`config.mk`:
```
export PLATFORM = sky130hd
export DESIGN_NAME = ram_cmd_arbiter_flat
export DESIGN_NICKNAME = d
export VERILOG_FILES = /design/src/rtl/ram_cmd_arbiter_pkg.sv /design/src/rtl/ram_cmd_arbiter_if.sv /design/src/rtl/ram_cmd_arbiter_rr_arbiter.sv /design/src/rtl/ram_cmd_arbiter.sv /design/src/flat_wrapper.sv
export SDC_FILE = /design/constraint.sdc
export NUM_CORES = 1
export LEC_CHECK = 0
export ABC_AREA = 1
export CORE_MARGIN = 3
export CORE_UTILIZATION = 45
export CTS_CLUSTER_SIZE = 14
export DETAILED_ROUTE_END_ITERATION = 7
export MAX_ROUTING_LAYER = met4
export PLACE_DENSITY_LB_ADDON = 0.15
export SKIP_LAST_GASP = 1
export SLEW_MARGIN = 10
export SYNTH_ARGS = -nofsm -noshare
export SYNTH_HDL_FRONTEND = slang
export SYNTH_SLANG_ARGS = --single-unit
```
`constraint.sdc`:
```
create_clock -name clk -period 1.59 [get_ports clk]
set_input_delay 0.318 -clock clk [delete_from_list [all_inputs] [get_ports clk]]
set_output_delay 0.318 -clock clk [all_outputs]
set_load 0.01 [all_outputs]
```
`src/rtl/ram_cmd_arbiter_pkg.sv`:
```
// Shared opcodes and FSM state type for the RAM command arbiter.
package ram_ctrl_pkg;

    localparam logic [1:0] OP_WR_ADDR = 2'b00;
    localparam logic [1:0] OP_WR_DATA = 2'b01;
    localparam logic [1:0] OP_RD_ADDR = 2'b10;
    localparam logic [1:0] OP_RD_DATA = 2'b11;

    typedef enum logic [2:0] {
        IDLE,
        ADDR,
        DATA,
        WAIT_RD,
        RESP
    } state_t;

    function automatic int idx_width(input int n);
        return (n > 1) ? $clog2(n) : 1;
    endfunction

endpackage

```
`src/rtl/ram_cmd_arbiter_if.sv`:
```
// Client-side request/ack bus plus the RAM-side command/response bus.
// Handshake: a requester raises req with we/addr/wdata and holds them stable
// until it sees ack high for one cycle; it drops req at the edge ending that cycle.
interface ram_cmd_arbiter_if #(
    parameter int NUM_REQ   = 2,
    parameter int ADDR_SIZE = 8
);
    logic [NUM_REQ-1:0]           req;
    logic [NUM_REQ-1:0]           we;
    logic [NUM_REQ*ADDR_SIZE-1:0] addr;
    logic [NUM_REQ*8-1:0]         wdata;
    logic [NUM_REQ-1:0]           ack;
    logic [7:0]                   rdata;
    logic                         err;
    logic [9:0]                   ram_din;
    logic                         ram_rx_valid;
    logic [7:0]                   ram_dout;
    logic                         ram_tx_valid;

    modport master (
        output req, we, addr, wdata, ram_dout, ram_tx_valid,
        input  ack, rdata, err, ram_din, ram_rx_valid
    );

    modport slave (
        input  req, we, addr, wdata, ram_dout, ram_tx_valid,
        output ack, rdata, err, ram_din, ram_rx_valid
    );
endinterface

```
`src/rtl/ram_cmd_arbiter_rr_arbiter.sv`:
```
// Combinational round-robin pick: search starts one past ptr and wraps.
module rr_arbiter
    import ram_ctrl_pkg::*;
#(
    parameter int NUM_REQ = 2,
    localparam int IW     = idx_width(NUM_REQ)
) (
    input  logic [NUM_REQ-1:0] req,
    input  logic [IW-1:0]      ptr,
    output logic [NUM_REQ-1:0] grant,
    output logic [IW-1:0]      idx,
    output logic               any
);

    logic [IW-1:0] cand;

    always_comb begin
        grant = '0;
        idx   = '0;
        any   = 1'b0;
        cand  = '0;
        for (int k = 1; k <= NUM_REQ; k++) begin
            cand = IW'((int'(ptr) + k) % NUM_REQ);
            if (!any && req[cand]) begin
                any         = 1'b1;
                idx         = cand;
                grant[cand] = 1'b1;
            end
        end
    end

endmodule

```
`src/rtl/ram_cmd_arbiter.sv`:
```
// Shares one SPI-style RAM among NUM_REQ requesters, turning each request
// into an address word plus data word on ram_din/ram_rx_valid.
module ram_cmd_arbiter
    import ram_ctrl_pkg::*;
#(
    parameter int NUM_REQ    = 2,
    parameter int ADDR_SIZE  = 8,
    parameter int RD_TIMEOUT = 15
) (
    input  logic              clk,
    input  logic              rst_n,
    ram_cmd_arbiter_if.slave  bus,
    output state_t            dbg_state
);

    localparam int IW = idx_width(NUM_REQ);
    localparam int CW = $clog2(RD_TIMEOUT + 1);

    state_t                 state_q, state_d;
    logic [IW-1:0]          ptr_q, ptr_d;
    logic [IW-1:0]          win_idx_q, win_idx_d;
    logic [NUM_REQ-1:0]     win_oh_q, win_oh_d;
    logic                   we_q, we_d;
    logic [ADDR_SIZE-1:0]   addr_q, addr_d;
    logic [7:0]             wdata_q, wdata_d;
    logic [CW-1:0]          cnt_q, cnt_d;
    logic [NUM_REQ-1:0]     ack_q, ack_d;
    logic [7:0]             rdata_q, rdata_d;
    logic                   err_q, err_d;
    logic [9:0]             din_q, din_d;
    logic                   rx_valid_q, rx_valid_d;

    logic [NUM_REQ-1:0]     gnt_oh;
    logic [IW-1:0]          gnt_idx;
    logic                   gnt_any;
    logic [ADDR_SIZE-1:0]   sel_addr;
    logic [7:0]             sel_wdata;

    rr_arbiter #(.NUM_REQ(NUM_REQ)) u_rr (
        .req   (bus.req),
        .ptr   (ptr_q),
        .grant (gnt_oh),
        .idx   (gnt_idx),
        .any   (gnt_any)
    );

    assign sel_addr  = bus.addr[int'(gnt_idx)*ADDR_SIZE +: ADDR_SIZE];
    assign sel_wdata = bus.wdata[int'(gnt_idx)*8 +: 8];

    // Outputs are registered, so each state prepares the word seen in the next one.
    always_comb begin
        state_d    = state_q;
        ptr_d      = ptr_q;
        win_idx_d  = win_idx_q;
        win_oh_d   = win_oh_q;
        we_d       = we_q;
        addr_d     = addr_q;
        wdata_d    = wdata_q;
        cnt_d      = cnt_q;
        ack_d      = '0;
        rdata_d    = rdata_q;
        err_d      = err_q;
        din_d      = din_q;
        rx_valid_d = 1'b0;
        case (state_q)
            IDLE: begin
                if (gnt_any) begin
                    win_idx_d  = gnt_idx;
                    win_oh_d   = gnt_oh;
                    we_d       = bus.we[gnt_idx];
                    addr_d     = sel_addr;
                    wdata_d    = sel_wdata;
                    rdata_d    = '0;
                    err_d      = 1'b0;
                    din_d      = {bus.we[gnt_idx] ? OP_WR_ADDR : OP_RD_ADDR, 8'(sel_addr)};
                    rx_valid_d = 1'b1;
                    state_d    = ADDR;
                end
            end
            ADDR: begin
                din_d      = we_q ? {OP_WR_DATA, wdata_q} : {OP_RD_DATA, 8'h00};
                rx_valid_d = 1'b1;
                state_d    = DATA;
            end
            DATA: begin
                cnt_d = '0;
                if (we_q) begin
                    ack_d   = win_oh_q;
                    state_d = RESP;
                end else begin
                    state_d = WAIT_RD;
                end
            end
            WAIT_RD: begin
                cnt_d = cnt_q + CW'(1);
                // Data arriving on the timeout cycle still counts as a good read.
                if (bus.ram_tx_valid) begin
                    rdata_d = bus.ram_dout;
                    err_d   = 1'b0;
                    ack_d   = win_oh_q;
                    state_d = RESP;
                end else if (cnt_d == CW'(RD_TIMEOUT)) begin
                    rdata_d = 8'h00;
                    err_d   = 1'b1;
                    ack_d   = win_oh_q;
                    state_d = RESP;
                end
            end
            RESP: begin
                ptr_d   = win_idx_q;
                state_d = IDLE;
            end
            default: state_d = IDLE;
        endcase
    end

    always_ff @(posedge clk or negedge rst_n) begin
        if (!rst_n) begin
            state_q    <= IDLE;
            ptr_q      <= IW'(NUM_REQ - 1);
            win_idx_q  <= '0;
            win_oh_q   <= '0;
            we_q       <= 1'b0;
            addr_q     <= '0;
            wdata_q    <= '0;
            cnt_q      <= '0;
            ack_q      <= '0;
            rdata_q    <= '0;
            err_q      <= 1'b0;
            din_q      <= '0;
            rx_valid_q <= 1'b0;
        end else begin
            state_q    <= state_d;
            ptr_q      <= ptr_d;
            win_idx_q  <= win_idx_d;
            win_oh_q   <= win_oh_d;
            we_q       <= we_d;
            addr_q     <= addr_d;
            wdata_q    <= wdata_d;
            cnt_q      <= cnt_d;
            ack_q      <= ack_d;
            rdata_q    <= rdata_d;
            err_q      <= err_d;
            din_q      <= din_d;
            rx_valid_q <= rx_valid_d;
        end
    end

    assign bus.ack          = ack_q;
    assign bus.rdata        = rdata_q;
    assign bus.err          = err_q;
    assign bus.ram_din      = din_q;
    assign bus.ram_rx_valid = rx_valid_q;
    assign dbg_state        = state_q;

endmodule

```
`src/flat_wrapper.sv`:
```
// flat-port wrapper written by rule: the top's interface ports become plain ports
module ram_cmd_arbiter_flat import ram_ctrl_pkg::*;
#(
    parameter int NUM_REQ    = 2,
    parameter int ADDR_SIZE  = 8,
    parameter int RD_TIMEOUT = 15
)
  (clk, rst_n, dbg_state, bus_req, bus_we, bus_addr, bus_wdata, bus_ram_dout, bus_ram_tx_valid, bus_ack, bus_rdata, bus_err, bus_ram_din, bus_ram_rx_valid);
  ram_cmd_arbiter_if #(.NUM_REQ(NUM_REQ), .ADDR_SIZE(ADDR_SIZE)) bus_i ();
  input  logic clk;
  input  logic rst_n;
  output state_t dbg_state;
  input wire logic [$bits(bus_i.req)-1:0] bus_req;
  input wire logic [$bits(bus_i.we)-1:0] bus_we;
  input wire logic [$bits(bus_i.addr)-1:0] bus_addr;
  input wire logic [$bits(bus_i.wdata)-1:0] bus_wdata;
  input wire logic [$bits(bus_i.ram_dout)-1:0] bus_ram_dout;
  input wire logic [$bits(bus_i.ram_tx_valid)-1:0] bus_ram_tx_valid;
  output wire logic [$bits(bus_i.ack)-1:0] bus_ack;
  output wire logic [$bits(bus_i.rdata)-1:0] bus_rdata;
  output wire logic [$bits(bus_i.err)-1:0] bus_err;
  output wire logic [$bits(bus_i.ram_din)-1:0] bus_ram_din;
  output wire logic [$bits(bus_i.ram_rx_valid)-1:0] bus_ram_rx_valid;
  assign bus_i.req = bus_req;
  assign bus_i.we = bus_we;
  assign bus_i.addr = bus_addr;
  assign bus_i.wdata = bus_wdata;
  assign bus_i.ram_dout = bus_ram_dout;
  assign bus_i.ram_tx_valid = bus_ram_tx_valid;
  assign bus_ack = bus_i.ack;
  assign bus_rdata = bus_i.rdata;
  assign bus_err = bus_i.err;
  assign bus_ram_din = bus_i.ram_din;
  assign bus_ram_rx_valid = bus_i.ram_rx_valid;
  ram_cmd_arbiter #(.NUM_REQ(NUM_REQ), .ADDR_SIZE(ADDR_SIZE), .RD_TIMEOUT(RD_TIMEOUT)) u_core (.clk(clk), .rst_n(rst_n), .bus(bus_i), .dbg_state(dbg_state));
endmodule
```
==> results of run 1 <==
layer usage:
metal / share of wire [%] / routed length, um / up-vias / track usage, %
li1: - / - / 978 / -
met1: 43 / 2110 / 874 / 25.2
met2: 47 / 2300 / 76 / 32.5
met3: 7.7 / 378 / 13 / 5.20
met4: 2.6 / 127 / 0 / 8.05
met5: 0 / 0 / - / -
worst max-delay path by stage:
stage	slack [ns]	startpoint	cells past startpoint	endpoint
6_report	0.07	u_core.dbg_state[1]	5	u_core.dbg_state[2]
5_1_grt	-0.01	u_core.cnt_q[0]	9	u_core.bus.rdata[7]
4_1_cts	0.05	u_core.cnt_q[0]	9	u_core.bus.rdata[4]
3_5_place_dp	-0.13	bus_req[1]	10	u_core.bus.ram_din[3]
3_3_place_gp	-0.1	bus_req[1]	10	u_core.bus.ram_din[0]
2_1_floorplan	0.22	u_core.ptr_q	8	u_core.bus.ram_din[3]
synthesized netlist by cell type (all sizes together) (2+ instances only):
library cell and instances:
nand3 11, inv 25, o22ai 5, dfrtp 41, nor3 4, nand2 104, a21oi 3, buf 4
or2 4, nor2 17, ha 2, o211ai 4, o21ai 25
kinds of logic after synthesis:
group	count (synthesis)	share of synthesized area, %
simple gates	141	30.4
flops	42	51.2
compound gates	38	10.8
buf+inv	30	6.39
fa+ha+maj	2	1.22
sequential cells by signal, indices dropped and copies added, names as in the netlist:
| name | count |
|---|---|
| u_core.win_oh_q | 2 |
| u_core.bus.ack | 2 |
| u_core.bus.ram_din | 10 |
| u_core.bus.ram_rx_valid | 1 |
| u_core.cnt_q | 4 |
| u_core.bus.err | 1 |
| u_core.win_idx_q | 1 |
| u_core.wdata_q | 8 |
| u_core.bus.rdata | 8 |
| u_core.ptr_q | 1 |
| u_core.dbg_state | 3 |
| u_core.we_q | 1 |
stage by stage:
stage	cells	instance area, um2	TNS (ns)	utilization, %
floorplan	253	2060	0	-
global placement	378	2880	-2.15	68.6
detailed placement	378	2880	-2.87	68.6
CTS	389	3000	0	71.3
global route	390	3020	-0.0295	71.9
finish	390	3020	0	71.9
critical path, stage by stage, from the launching register on:
cell and delay, ns:
dfrtp_2 0.41, buf_4 0.16, nor3_4 0.31, nand3_1 0.23, nand2_1 0.21, nor2_1 0.06
timing repair:
item | 4_1_cts | 5_1_grt
pin swaps | 0 | 1
gates resized for setup | 3 | 4
endpoints found under the setup margin | 3 | 11
hold endpoints to repair | 15 | 0
setup buffers | 3 | 1
hold buffers | 1 | 0
area by class of cell:
class	instances	area, um2
Sequential cell	42	1060
Timing Repair Buffer	85	838
Fill cell	355	1180
Clock buffer	5	68.8
Clock inverter	2	10.0
Inverter	25	96.3
Multi-Input combinational cell	181	885
Tap cell	50	62.6
placed cells by master (no fill, tap or decap), drive strengths merged, types with 2 or more instances in the layout:
master	synthesis	layout
a21oi	3	3
buf	4	14
clkbuf	1	5
clkdlybuf4s50	0	70
clkinv	0	2
dfrtp	41	41
ha	2	2
inv	25	25
nand2	104	104
nand3	11	11
nor2	17	17
nor3	4	4
o211ai	4	4
o21ai	25	25
o22ai	5	5
or2	4	4
power breakdown:
part	internal [mW]	switching [mW]
Clock	0.295	0.345
Combinational	1.22	1.45
Sequential	1.55	0.258
Total	3.06	2.05
==> impl_metrics.env, run 1 <==
export IMPL_outcome="finished, final reports clean"
export IMPL_fp_dieW_um=73.6
export IMPL_track_usage_pct=20.5
export IMPL_cp_end_kind="flop"
export IMPL_wire_per_inst_um=12.6
export IMPL_ys_async_sr_fraction_pct=100
export IMPL_ys_seq_area_share_pct=51.2
export IMPL_cp_data_arrival_time_ns=1.68
export IMPL_drive_gt1_share_pct=14.7
export IMPL_synth_edf_count=0
export IMPL_max_freq_mhz=657
export IMPL_reg2reg_slack_ns=0.07
export IMPL_r2r_cells=5
export IMPL_dp_hpwl_mm=3.75
export IMPL_core_area_um2=4200
export IMPL_io_pins=72
export IMPL_route_detailed_drc=0
export IMPL_clockBufferDepth=2
export IMPL_power_mw=5.11
export IMPL_dr_first_iter_drc_count=110
export IMPL_timing_rr_start="u_core.dbg_state[1]"
export IMPL_antenna_found_initial=0
export IMPL_rsz0062_at_grt="yes"
export IMPL_holdCritPathClass="reg -> reg"
export IMPL_syn_nets=302
export IMPL_crit_required_ns=1.75
export IMPL_hp_start="u_core.bus.ram_din[4]"
export IMPL_ys_top_cells_by_area="dfrtp_1 50%, nand2_1 18%, o21ai_0 5.4%"
export IMPL_cts_tree="built"
export IMPL_syn_area_um2=2060
export IMPL_root_buffer="clkbuf_8"
export IMPL_maxSlewViolCount=0
export IMPL_powerDensity_nw_per_um2=1690
export IMPL_whs_ns=0.474
export IMPL_clk_pin_slew_ns=0.08
export IMPL_fp_row_count=23
export IMPL_drt_first_pass_iters=4
export IMPL_via_per_inst=4.98
export IMPL_clock_sinks=42
export IMPL_first_global_vias=1912
export IMPL_period_share_pct=95.8
export IMPL_grt_pass1_wl_mm=8.34
export IMPL_cp_start_kind="flop"
export IMPL_h_tree_depth=2
export IMPL_post_synth_top_area_cell="dfrtp_1"
export IMPL_critPathMaxFanout=5
export IMPL_slew_headroom_pct=71.4
export IMPL_setup_viol=0
export IMPL_portBuffers=71
export IMPL_synthFlopType="dfrtp_1"
export IMPL_fin_ws_ns=0.0676
export IMPL_cts_made_buffers=5
export IMPL_cellLeakagePower_nw=1.46
export IMPL_wirelength_mm=4.92
export IMPL_path_class="reg -> reg"
export IMPL_diodes=0
export IMPL_initial_core_util_pct=48.9
export IMPL_vias=1941
export IMPL_ys_seq_elements=42
export IMPL_antenna_left=0
export IMPL_die_h_um=73.6
export IMPL_layout_min_cycle_time_ns=1.52
export IMPL_ys_types=29
export IMPL_r2r_end="u_core.dbg_state[2]"
export IMPL_min_path_cells=2
export IMPL_die_area_um2=5420
export IMPL_synth_avg_cell_area_um2=8.13
export IMPL_syn_inst=253
export IMPL_grt_max_degree=27
export IMPL_hold_viol=0
export IMPL_synth_top_area_share_pct=49.9
export IMPL_nets=389
export IMPL_vdd_drop_max_mv=0.766
export IMPL_min_to="u_core.bus.ram_din[4]"
export IMPL_tightest_slew_ns=0.425
export IMPL_skew_ns=0.00455
export IMPL_grt_overflow_total=0
export IMPL_dp_slack_ns=-0.130
export IMPL_clock_latency_ns=0.29
export IMPL_syn2layout_area_growth_pct=46.9
export IMPL_ys_warn_count=0
export IMPL_cap_viol_max_count=0
export IMPL_gp_congestion=0.854
Note: power is estimated with default switching activity, not from simulation.
==> run 2: changes to the inputs <==
- ABC_CLOCK_PERIOD_IN_PS: not set -> 1590
==> results of run 2 <==
Final layout, timing and power as in run 1 (identical DEF).
